### config.mk
export PLATFORM = sky130hd
export DESIGN_NAME = unix_counter
export DESIGN_NICKNAME = d
export VERILOG_FILES = /design/src/rtl/unix_counter.sv
export SDC_FILE = /design/constraint.sdc
export NUM_CORES = 1
export LEC_CHECK = 0
export BUFFER_PORTS_ARGS = -buffer_cell sky130_fd_sc_hd__buf_2
export CORE_ASPECT_RATIO = 0.5
export CORE_UTILIZATION = 55
export CTS_CLUSTER_SIZE = 16
export DETAILED_ROUTE_END_ITERATION = 8
export GPL_TIMING_DRIVEN = 1
export HOLD_SLACK_MARGIN = 0.1
export PLACE_DENSITY = 0.79
export SYNTH_ARGS = -nofsm -noshare
export SYNTH_HDL_FRONTEND = slang
export SYNTH_SLANG_ARGS = --single-unit
export TNS_END_PERCENT = 100
### constraint.sdc
create_clock -name clk -period 7.8 [get_ports clk]
set_clock_uncertainty 0.1 [all_clocks]
set_input_delay 1.17 -clock clk [delete_from_list [all_inputs] [get_ports clk]]
set_output_delay 1.17 -clock clk [all_outputs]
set_load 0.02 [all_outputs]
### src/rtl/unix_counter.sv
// Unix-epoch seconds counter: a prescaler divides clk down to a 1 s tick, and each
// tick advances a CNT_W-bit seconds count that can be paused or preset.
module unix_counter #(
    parameter int unsigned TICKS_PER_SEC = 100_000_000,
    parameter int unsigned CNT_W         = 64
) (
    input  logic             clk,
    input  logic             reset_n,
    input  logic             load_n,
    input  logic [CNT_W-1:0] setCounter,
    input  logic             go,
    output logic [CNT_W-1:0] counter,
    output logic             tick
);

    // A prescaler is at least one bit wide, even when every cycle is a full second.
    localparam int unsigned PRE_W = (TICKS_PER_SEC > 1) ? $clog2(TICKS_PER_SEC) : 1;
    localparam logic [PRE_W-1:0] PRE_LAST = PRE_W'(TICKS_PER_SEC - 1);

    logic [CNT_W-1:0] counter_q, counter_d;
    logic [PRE_W-1:0] pre_q, pre_d;
    logic             tick_q, tick_d;

    // Next-state: load beats count, count beats hold.
    always_comb begin
        counter_d = counter_q;
        pre_d     = pre_q;
        tick_d    = 1'b0;
        if (!load_n) begin
            counter_d = setCounter;
            pre_d     = '0;
        end else if (go) begin
            if (pre_q == PRE_LAST) begin
                pre_d     = '0;
                counter_d = counter_q + CNT_W'(1);
                tick_d    = 1'b1;
            end else begin
                pre_d = pre_q + PRE_W'(1);
            end
        end
    end

    // reset_n is active-high despite its name.
    always_ff @(posedge clk or posedge reset_n) begin
        if (reset_n) begin
            counter_q <= '0;
            pre_q     <= '0;
            tick_q    <= 1'b0;
        end else begin
            counter_q <= counter_d;
            pre_q     <= pre_d;
            tick_q    <= tick_d;
        end
    end

    assign counter = counter_q;
    assign tick    = tick_q;

endmodule

Word-level counts from Yosys, hierarchy flattened
Index checks and enable logic that the tools add are counted.

Input port bits: 68. Output and inout bits: 65. Bits in registers: 92.

Add/subtract/negate cells: 2. Reductions and logical operators: 1. Muxes and demuxes: 9. Eq/ne operators: 3.

Operator list (count): $mux W64 (3); $mux W27 (3); $add A64 B1 Y64 const B (1); $add A27 B1 Y27 const B (1); $eq A27 B27 Y1 const B (1); $ne A2 B1 Y1 const B (2); $mux W1 (3); $reduce_and A2 Y1 (1).

Longest topological paths before layout
Gate-level depths: netlist of run 1.

Depth in word-level cells: 4. Gate-level depth with buffers: 8. Gate-level depth less buffers: 7.

Worst setup path before layout of run 1
No wires, ideal clock.

Path type: input -> register. From: in go. To: reg counter_q[31] (netlist: counter[31]). Required time: 7.563 ns. Setup slack: 4.843 ns. Setup time: 0.137 ns. Stages: 7. Data arrival time: 2.720 ns. Cells stage by stage: nand4_1 -> nor4_1 -> nand4_1 -> clkbuf_1 -> nor3_1 -> xnor2_1 -> a21oi_1.

Cells in the longest elaborated chain, start to end: 2.

Ends and longest elaborated chain: from (decl) (RTL line 11) `input logic go,`; $ne A2 B1 Y1 (no line); $reduce_and A2 Y1 (no line); to (signal assigned) (RTL line 50) `counter_q <= counter_d;`; to (decl) (RTL line 20) `logic [CNT_W-1:0] counter_q, counter_d;`.

No other way between the ends. A chain may end at the register's enable or synchronous reset.

Final worst setup path of run 1
From: in go. To: reg counter_q[55] (netlist: counter[55]).

The elaborated chain is that of the path after synthesis.

==> summary.md, run 1 <==
| Metric | Value |
|---|---|
| RSZ-0062 raised after global routing | no |
| Resized Gates After CTS | 0 |
| Switching power | 338.4 uW |
| Least-Margin Pin Slew | 1.057 ns |
| Switching share of power | 29.28% |
| FF-to-FF setup slack | 4.41 ns |
| Antenna Diode Count | 0 |
| Most frequent cells in the layout | buf_2, nor2_1, dfrtp_1, a21oi_1, nand3_1 |
| CP cell instances | buf_2, nand4_1, nor4_1, nand4_1, nor4b_1, xnor2_1, a21oi_1 |
| WS Path Type | input port to register |
| Share of cells above drive strength 1 | 21.62% |
| Min cycle time layout | 3.897 ns |
| Initial DRC Count | 428 |
| P_int | 817.3 uW |
| Slowest CP cell | nand4_1 |
| Drt pass-1 iters | 5 |
| Syn_nets | 685 |
| Sequential element share of the synthesized area | 43.71% |
| Synth Register Bits | 92 |
| Clk sinks | 92 |
| Yosys warns | 0 |
| Setup TNS Final | 0 ns |
| DR vias | 5099 |
| CP max FO | 19 |
| Clk pin slew, worst setup/hold paths | 0.06 ns |
| Post-Layout Inst Area | 6292 um^2 |
| Share of the synthesized area in the top cell type | 43.71% |
| Fin crit share | 49.96% |
| I/O Buffers | 132 |
| Postcts setup bufs | 0 |
| Global-route wire length before repair | 23260 um |
| Maximum VDD drop | 131.4 uV |
| Top Ports | 133 |
| CP Launch Type | input port |
| Cell family with most CP delay | simple AND/OR/NAND/NOR gates |
| Achievable frequency | 256.6 MHz |
| Final Net Count | 807 |
| Headroom to the max-slew limit | 29.56% |
| Drt via density | 5.950 |
| Hold Buf Count CTS | 0 |
| Routability cong. | 0.9076 |
| Area grow syn2layout | 19.45% |
| Die height | 71.20 um |
| CP endpoint kind | register |
| Worst setup margin | 3.903 ns |
| CTS root buf | clkbuf_16 |
| Most common cell after layout, fill and taps aside | buf_2 |
| Worst EP required | 7.87 ns |
| Status | finished clean |
| Initial Utilization | 58.47% |
| Clk Latency, worst-skew pair | 0.34 ns |
| Final core occ | 69.85% |
| Synth Cell Area | 5268 um^2 |
| Max Slew Vio Count | 0 |
| Hold depth | 2 |
| Register-to-Register Path Depth | 6 |
| Post-DP HPWL | 9906 um |
| Synth async-reset ratio | 100.0% |
| Crit path top cell by count | nand4_1 |
| Arrival @ worst endpoint | 3.97 ns |
| Post-DP Area | 6016 um^2 |
| H-tree depth | 3 |
| Largest net degree at the start of global routing | 113 |
| Layout fillers | 750 |
| Die area | 9996 um^2 |
| Cell Rows | 24 |
| Sequential Power Share | 47.6% |
| Max stage delay on crit path | 0.85 ns |
| CTS buffer count | 9 |
| Gr usage total | 29.50% |
| Core ar. | 9009 um^2 |
| Post-synthesis cell count | 615 |
| Final setup fails | 0 |
| Vias in the first global route | 4781 |
| Final Hold Viols | 0 |
| Hold crit path type | register to register |
| Area contributors post-synth | dfrtp_1, nor2_1, xnor2_1 |
| Commonest register cell after synthesis | dfrtp_1 |
| Dpl ws | 3.626 ns |
| Clock buffer depth | 2 |
| ANT nets after route | 0 |
| DRC | 0 |
| PD cells | 183.7 nW/um^2 |
| Top cell type by total area after synthesis | dfrtp_1 |
| Buf/Inv on CP | 1 |
| Final WL | 14050 um |
| Max Cap Violations | 0 |
| Synth cell types | 38 |
| Clock power share | 36.0% |
| Initial antenna violation count | 0 |
| Syn avg cell area | 8.565 um^2 |
| Logic pwr share | 16.4% |
| WP depth | 7 |
| Die Width | 140.4 um |
| GRT overflow | 0 |
| Pleak | 0.002600 uW |
| Mean routed wirelength per cell | 16.39 um |
| TritonCTS clock tree | done |
| Number of synthesized flops with an enable pin | 0 |
## Yosys cell counts (2+ instances only)
| master | count |
|---|---|
| a21boi_0 | 3 |
| a21oi_1 | 63 |
| a31oi_1 | 3 |
| and2_0 | 2 |
| and2_1 | 9 |
| and3_1 | 16 |
| and4_1 | 6 |
| clkbuf_1 | 25 |
| dfrtp_1 | 92 |
| ha_1 | 2 |
| inv_1 | 11 |
| nand2_1 | 38 |
| nand2b_1 | 4 |
| nand3_1 | 46 |
| nand3b_1 | 2 |
| nand4_1 | 29 |
| nand4b_1 | 4 |
| nor2_1 | 107 |
| nor3_1 | 29 |
| nor4_1 | 16 |
| nor4_4 | 2 |
| nor4b_1 | 2 |
| o21ai_0 | 4 |
| or3_1 | 6 |
| xnor2_1 | 43 |
| xor2_1 | 39 |
## final timing paths
check                                      startpoint                 endpoint
worst max register to register  pre_q[19]$_DFFE_PP0P_  counter[55]$_DFFE_PP0P_
worst min-delay path             pre_q[7]$_DFFE_PP0P_     pre_q[7]$_DFFE_PP0P_
max in group asynchronous                     reset_n  counter[37]$_DFFE_PP0P_
min in group asynchronous                     reset_n    pre_q[23]$_DFFE_PP0P_
worst min register to register   pre_q[7]$_DFFE_PP0P_     pre_q[7]$_DFFE_PP0P_
worst max-delay path                               go  counter[55]$_DFFE_PP0P_
## routing by layer
metal	vias to the layer above	share of wire, %	GRT usage [%]
li1	2406	-	-
met5	-	0	0
met3	15	7.1	6.229
met4	0	1.2	9.158
met1	2475	44	40.18
met2	203	47	47.78
## area by class of cell
cell class / count / area, um^2 / area share (%)
Clock buffer: 12 / 266.5 / 4.235
Inverter: 11 / 42.54 / 0.6761
Sequential cell: 92 / 2302 / 36.59
Multi-Input combinational cell: 486 / 2824 / 44.88
Clock inverter: 2 / 10.01 / 0.1591
Tap cell: 117 / 146.4 / 2.327
Timing Repair Buffer: 137 / 700.7 / 11.14
## metrics by stage
stage | power (uW) | instances | hold WS [ns]
CTS | 1161 | 857 | 0.4740
global route | 1204 | 857 | 0.5102
finish | 1156 | 857 | 0.4720
floorplan | 671.0 | 615 | 0.4197
detailed placement | 746.9 | 843 | 0.4580
global placement | 742.7 | 843 | 0.4389
## sequential cells by signal, indices dropped and copies added, names as in the netlist
signal and cells:
pre_q 27, counter 64, tick 1
## cells by family after synthesis
kind of cell | after synthesis | share of synthesized area, %
AND/OR/NAND/NOR | 327 | 31.95
adder cells (fa/ha/maj) | 2 | 0.4750
buffers and inverters | 37 | 2.779
flip-flops | 92 | 43.71
XOR/XNOR | 82 | 13.63
AO/OA/AOI/OAI | 75 | 7.458
## power groups by stage
| stage | logic (uW) | registers [uW] | clock network [uW] |
|---|---|---|---|
| 2_1_floorplan | 84.1 | 587 | 0 |
| 3_3_place_gp | 186 | 557 | 0 |
| 4_1_cts | 190 | 549 | 422 |
| 5_1_grt | 209 | 555 | 440 |
| 3_5_place_dp | 189 | 558 | 0 |
| 6_report | 189 | 551 | 416 |
## worst reg2reg max path: stages (launching register included)
cell and delay [ns]:
dfrtp_1 0.45, or4_2 0.68, nor3_1 0.27, nand4_1 0.80, nor4b_1 0.65, xnor2_1 0.18
a21oi_1 0.09
Note: power is estimated with default switching activity, not from simulation.
==> run 2: changes to the inputs <==
CORE_UTILIZATION = 49   (was 55)
PLACE_DENSITY = 0.74   (was 0.79)
clock period = 3.34 ns   (was 7.8 ns; I/O delays follow)
==> run 2 against run 1 <==
Compared with the run above:
- setup slack worse by 3.4 ns
- largest cell class unchanged
- via count down 1.7%
- final area is 1.6% higher
- sequential share of layout area fell by 0.57 points
- register-to-register slack got worse by 3.9 ns
- wire length is 0.71% higher
- sequential power up 130%
- highest routed layer unchanged
- non-clock buffer count increased by 9
- worst hold slack lost 0.29 ns
- core utilization fell by 7.9 points
==> summary.md, run 2 (same netlist as run 1, synthesis figures left out) <==
| Metric | Value |
|---|---|
| Status | finished clean |
| Layout fillers | 932 (+24%) |
| DR vias | 5013 (-1.7%) |
| Resized Gates After CTS | 0 (unchanged) |
| DRC | 0 (unchanged) |
| H-tree depth | 3 (unchanged) |
| Drt pass-1 iters | 5 (unchanged) |
| Postcts setup bufs | 0 (unchanged) |
| Mean routed wirelength per cell | 15.88 um (-3.1%) |
| Min cycle time layout | 2.793 ns |
| Largest net degree at the start of global routing | 90 (-20%) |
| Maximum VDD drop | 269.7 uV (+110%) |
| Setup TNS Final | 0 ns (unchanged) |
| Most common cell after layout, fill and taps aside | buf_2 |
| CTS root buf | clkbuf_16 |
| Most frequent cells in the layout | buf_2, nor2_1, dfrtp_1, a21oi_1, nand3_1 |
| Core ar. | 10310 um^2 (+14%) |
| Worst EP required | 3.43 ns (-4.44 ns) |
| Die area | 11190 um^2 (+12%) |
| Register-to-Register Path Depth | 6 (unchanged) |
| Final Hold Viols | 0 (unchanged) |
| Fin crit share | 83.63% |
| Routability cong. | 0.9470 (+4.3%) |
| Max Slew Vio Count | 0 (unchanged) |
| Die Width | 148.6 um (+5.9%) |
| Hold crit path type | input port to async pin |
| Headroom to the max-slew limit | 44.33% (+15 points) |
| ANT nets after route | 0 (unchanged) |
| Die height | 75.32 um (+5.8%) |
| Initial antenna violation count | 0 (unchanged) |
| CP max FO | 6 (-13) |
| Clk sinks | 92 (unchanged) |
| Final setup fails | 0 (unchanged) |
| Sequential Power Share | 47.6% (about the same) |
| PD cells | 422.4 nW/um^2 (+130%) |
| Area grow syn2layout | 21.35% |
| Cell Rows | 26 (+8.3%) |
| Switching power | 800.8 uW (+140%) |
| Hold Buf Count CTS | 0 (unchanged) |
| Largest register FFs | 64 (unchanged) |
| Post-DP HPWL | 10370 um (+4.7%) |
| GRT overflow | 0 (unchanged) |
| Global-route wire length before repair | 22610 um (-2.8%) |
| RSZ-0062 raised after global routing | no |
| Final WL | 14150 um (+0.71%) |
| Initial Utilization | 51.08% (-7.4 points) |
| Initial DRC Count | 416 (-2.8%) |
| Clk Latency, worst-skew pair | 0.34 ns (about the same) |
| P_int | 1900 uW (+130%) |
| Vias in the first global route | 4620 (-3.4%) |
| Clock buffer depth | 2 (unchanged) |
| FF-to-FF setup slack | 0.55 ns (-3.86 ns) |
| Post-DP Area | 6112 um^2 (+1.6%) |
| CTS buffer count | 9 (unchanged) |
| Clk pin slew, worst setup/hold paths | 0.07 ns (about the same) |
| I/O Buffers | 132 (unchanged) |
| Critical Path Sink | counter[57]$_DFFE_PP0P_ |
| CP endpoint kind | register |
| Final Net Count | 816 (+1.1%) |
| Pleak | 0.002647 uW (+1.8%) |
| Logic pwr share | 16.5% (about the same) |
| Setup crit start | pre_q[12]$_DFFE_PP0P_ |
| FF-to-FF End | counter[57]$_DFFE_PP0P_ |
| Clock power share | 35.9% (about the same) |
| Antenna Diode Count | 0 (unchanged) |
| Least-Margin Pin Slew | 0.8351 ns (-0.2215 ns) |
| Top Ports | 133 (unchanged) |
| Drt via density | 5.626 (-5.4%) |
| Share of cells above drive strength 1 | 22.64% (+1.0 points) |
| WS Path Type | register to register |
| Switching share of power | 29.66% (+0.38 points) |
| Reg-to-Reg Start | pre_q[12]$_DFFE_PP0P_ |
| Arrival @ worst endpoint | 2.88 ns (-1.09 ns) |
| CP Launch Type | register |
| Max Cap Violations | 0 (unchanged) |
| Post-Layout Inst Area | 6392 um^2 (+1.6%) |
| Multi-input logic area | 2824 um^2 (unchanged) |
| Storage cell area | 2302 um^2 (unchanged) |
| Achievable frequency | 358.0 MHz |
| Gr usage total | 26.09% (-3.4 points) |
| TritonCTS clock tree | done |
## run 2: cell count changes in the layout (fill, tap and decap cells not counted)
cell,change
clkbuf_1,+1
buf_4,+9
clkbuf_8,-1
clkinv_4,+1
clkinv_2,+1
## run 2: worst max-delay path, cell delays in order, from the launching register on
cell and delay [ns]:
dfrtp_1 0.42, or4b_4 0.57, or3_4 0.41, or4_4 0.60, nor4_4 0.31, xnor2_1 0.15
a21oi_1 0.08
## run 2: worst min path at each step
| stage | to | cells past startpoint |
|---|---|---|
| 3_3_place_gp | pre_q[24]$_DFFE_PP0P_ | 2 |
| 3_5_place_dp | pre_q[7]$_DFFE_PP0P_ | 2 |
| 4_1_cts | counter[59]$_DFFE_PP0P_ | 2 |
| 6_report | counter[59]$_DFFE_PP0P_ | 2 |
| 2_1_floorplan | pre_q[24]$_DFFE_PP0P_ | 2 |
| 5_1_grt | counter[59]$_DFFE_PP0P_ | 2 |
## run 2: power by group through the flow
stage | Clock, uW | Sequential (uW) | Combinational, uW
floorplan | 0 | 1370 | 196
global placement | 0 | 1300 | 441
detailed placement | 0 | 1300 | 447
CTS | 985 | 1280 | 450
global route | 1030 | 1300 | 494
finish | 970 | 1280 | 445
## run 2: final cells by class
| class | instances | area share (%) |
|---|---|---|
| tap | 140 | 2.740 |
| multi-input combinational | 486 | 44.18 |
| inverter | 11 | 0.6655 |
| clock buffer | 12 | 4.013 |
| sequential | 92 | 36.01 |
| timing repair buffer | 146 | 12.02 |
| clock inverter | 4 | 0.3719 |
## run 2: per-layer routing
layer  track usage, %  part of all wire (%)  routed length [um]  vias to the layer above
met5                0                     0                   0                        -
met4            8.477                   1.5                 219                        0
met3            5.749                   6.4                 908                       29
met2            42.52                    46                6490                      176
met1            35.31                    46                6531                     2395
li1                 -                     -                   -                     2413
## run 2: metrics by stage
step,utilization [%],hold WS (ns),std cells,worst slack [ns],total power (uW)
after detailed placement,59.27,0.4595,875,0.5606,1750
final,61.99,0.1865,891,0.5468,2700
after CTS,61.99,0.2232,891,0.5521,2718
after floorplan,-,0.4197,615,0.3470,1567
after global routing,61.99,0.2502,891,0.4400,2820
after global placement,59.27,0.4456,875,0.6076,1743
==> run 3: changes to the inputs <==
clock period = 2.55 ns   (was 3.34 ns; I/O delays follow)
==> run 3 against run 2 <==
Compared with the run above:
- the flow now finishes with violations (setup timing)
- combinational power rose by 35%
- wire length is 6.3% higher
- final area up 8.1%
- register-to-register slack lost 0.68 ns
- die area did not move
- sequential power up 31%
- sequential share of layout area decreased by 2.7 points
- critical path type unchanged
- largest cell class unchanged
==> summary.md, run 3 (same netlist as run 1, synthesis figures left out) <==
| Metric | Value |
|---|---|
| Status | finished with violations |
| Failing checks | setup timing |
| Final setup fails | 8 (+8) |
| Worst setup margin | -0.1302 ns (-0.6770 ns) |
| Headroom to the max-slew limit | 52.81% (+8.5 points) |
| RSZ-0062 raised after global routing | yes |
| Most common cell after layout, fill and taps aside | buf_2 |
| Most frequent cells in the layout | buf_2, nor2_1, dfrtp_1, a21oi_1 |
| Mean routed wirelength per cell | 16.20 um (+2.0%) |
| Dpl ws | -0.1585 ns (-0.7192 ns) |
| Final WL | 15040 um (+6.3%) |
| Max Slew Vio Count | 0 (unchanged) |
| PD cells | 534.4 nW/um^2 (+27%) |
| Final Net Count | 853 (+4.5%) |
| Setup TNS Final | -0.5848 ns (-0.5848 ns) |
| Initial Utilization | 51.08% (unchanged) |
| Routability cong. | 0.9022 (-4.7%) |
| Least-Margin Pin Slew | 0.7079 ns (-0.1273 ns) |
| GRT overflow | 0 (unchanged) |
| DRC | 0 (unchanged) |
| CP cell instances | or4b_4, or3_4, or4_4, buf_12, nor4_4, xnor2_1, a21oi_1 |
| Vias in the first global route | 4726 (+2.3%) |
| Global-route wire length before repair | 22910 um (+1.3%) |
| CP max FO | 5 (-1) |
| Die area | 11190 um^2 (unchanged) |
| Post-DP HPWL | 10500 um (+1.3%) |
| H-tree depth | 3 (unchanged) |
| Die height | 75.32 um (unchanged) |
| Area grow syn2layout | 31.24% |
| Register-to-Register Path Depth | 7 (+1) |
| DP Cell Count | 907 (+3.7%) |
| Slowest CP cell | or4_4 |
| Hold depth | 3 |
| Drt pass-1 iters | 5 (unchanged) |
| Layout fillers | 863 (-7.4%) |
| Achievable frequency | 373.1 MHz (+4.2%) |
| Max Cap Violations | 0 (unchanged) |
| Drt via density | 5.636 (+0.17%) |
| Finished Layout Cells | 928 (+4.2%) |
| Pwr Total | 3694 uW (+37%) |
| Worst EP required | 2.65 ns (-0.78 ns) |
| Largest register FFs | 64 (unchanged) |
| Clk Latency, worst-skew pair | 0.35 ns (about the same) |
| Maximum VDD drop | 385.4 uV (+43%) |
| Clock buffer depth | 2 (unchanged) |
| CTS root buf | clkbuf_16 |
| Hold crit path type | input port to register |
| Antenna Diode Count | 0 (unchanged) |
| Arrival @ worst endpoint | 2.78 ns (-0.10 ns) |
| Min cycle time layout | 2.680 ns (-0.1130 ns) |
| ANT nets after route | 0 (unchanged) |
| TritonCTS clock tree | done |
| CTS buffer count | 9 (unchanged) |
| Top Ports | 133 (unchanged) |
| Final Hold Viols | 0 (unchanged) |
| Clk sinks | 92 (unchanged) |
| Die Width | 148.6 um (unchanged) |
| WS Path Type | register to register |
| Largest net degree at the start of global routing | 75 (-17%) |
| I/O Buffers | 132 (unchanged) |
| Max stage delay on crit path | 0.57 ns (-0.03 ns) |
| Gr usage total | 26.74% (+0.65 points) |
| Share of cells above drive strength 1 | 28.93% (+6.3 points) |
| Cell Rows | 26 (unchanged) |
| Initial DRC Count | 428 (+2.9%) |
| CP endpoint kind | register |
| DR vias | 5230 (+4.3%) |
| CP Launch Type | register |
| Fin crit share | 105.1% (+21 points) |
| Core ar. | 10310 um^2 (unchanged) |
| Pleak | 0.002900 uW (+9.5%) |
| Initial antenna violation count | 0 (unchanged) |
| Clk pin slew, worst setup/hold paths | 0.07 ns (about the same) |
==> run 3: layout make-up <==
| class | instances | area, um^2 | share of cell area [%] |
|---|---|---|---|
| well taps | 140 | 175.2 | 2.534 |
| inverters | 11 | 45.04 | 0.6516 |
| multi-input cells | 486 | 2943 | 42.57 |
| clock inverters | 5 | 58.81 | 0.8507 |
| clock buffers | 11 | 252.7 | 3.656 |
| repair buffers | 183 | 1136 | 16.43 |
| flip-flops and latches | 92 | 2302 | 33.30 |
==> run 3: worst max-delay path, delay by kind of cell (launching register included) <==
kind                   cells  cell delay, ns
AND/OR/NAND/NOR            4            1.65
AO/OA/AOI/OAI              1            0.08
flip-flops                 1            0.40
XOR/XNOR                   1            0.15
buffers and inverters      1            0.16
==> run 3: power breakdown <==
part	switching (uW)	leakage, uW	internal (uW)
Sequential	129	0.00110	1550
Combinational	367	0.00165	233
Clock	597	0.000148	816
==> run 3: stage by stage <==
step	hold slack [ns]	util (%)	area, um^2
2_1_floorplan	0.4197	-	5286
3_3_place_gp	0.4196	62.25	6420
3_5_place_dp	0.4206	62.25	6420
4_1_cts	0.1717	65.52	6756
5_1_grt	0.1783	67.03	6913
6_report	0.1760	67.03	6913
==> run 3: timing repair <==
| action | in CTS | in global routing |
|---|---|---|
| buffers inserted | 0 | 3 |
| hold endpoints to repair | 92 | 0 |
| setup endpoints to repair | 13 | 47 |
| pin swaps | 1 | 25 |
| cloned | 0 | 1 |
| hold buffers | 1 | 0 |
| gates resized for setup | 3 | 20 |
==> run 3: path summary, 6_finish.rpt <==
kind | from | endpoint | slack [ns]
max | pre_q[9]$_DFFE_PP0P_ | counter[57]$_DFFE_PP0P_ | -0.13
min | setCounter[45] | counter[45]$_DFFE_PP0P_ | 0.18
min in group asynchronous | reset_n | counter[7]$_DFFE_PP0P_ | 0.57
max reg2reg | pre_q[9]$_DFFE_PP0P_ | counter[57]$_DFFE_PP0P_ | -0.13
max in group asynchronous | reset_n | counter[2]$_DFFE_PP0P_ | 1.44
min reg2reg | counter[63]$_DFFE_PP0P_ | counter[63]$_DFFE_PP0P_ | 0.47
==> run 3: per-layer routing <==
layer	vias to the layer above	global-route usage (%)	wire length [um]
met5	-	0	0
met4	0	7.904	246
met3	30	5.689	867
met2	191	44.29	7142
met1	2518	36.03	6779
li1	2491	-	-
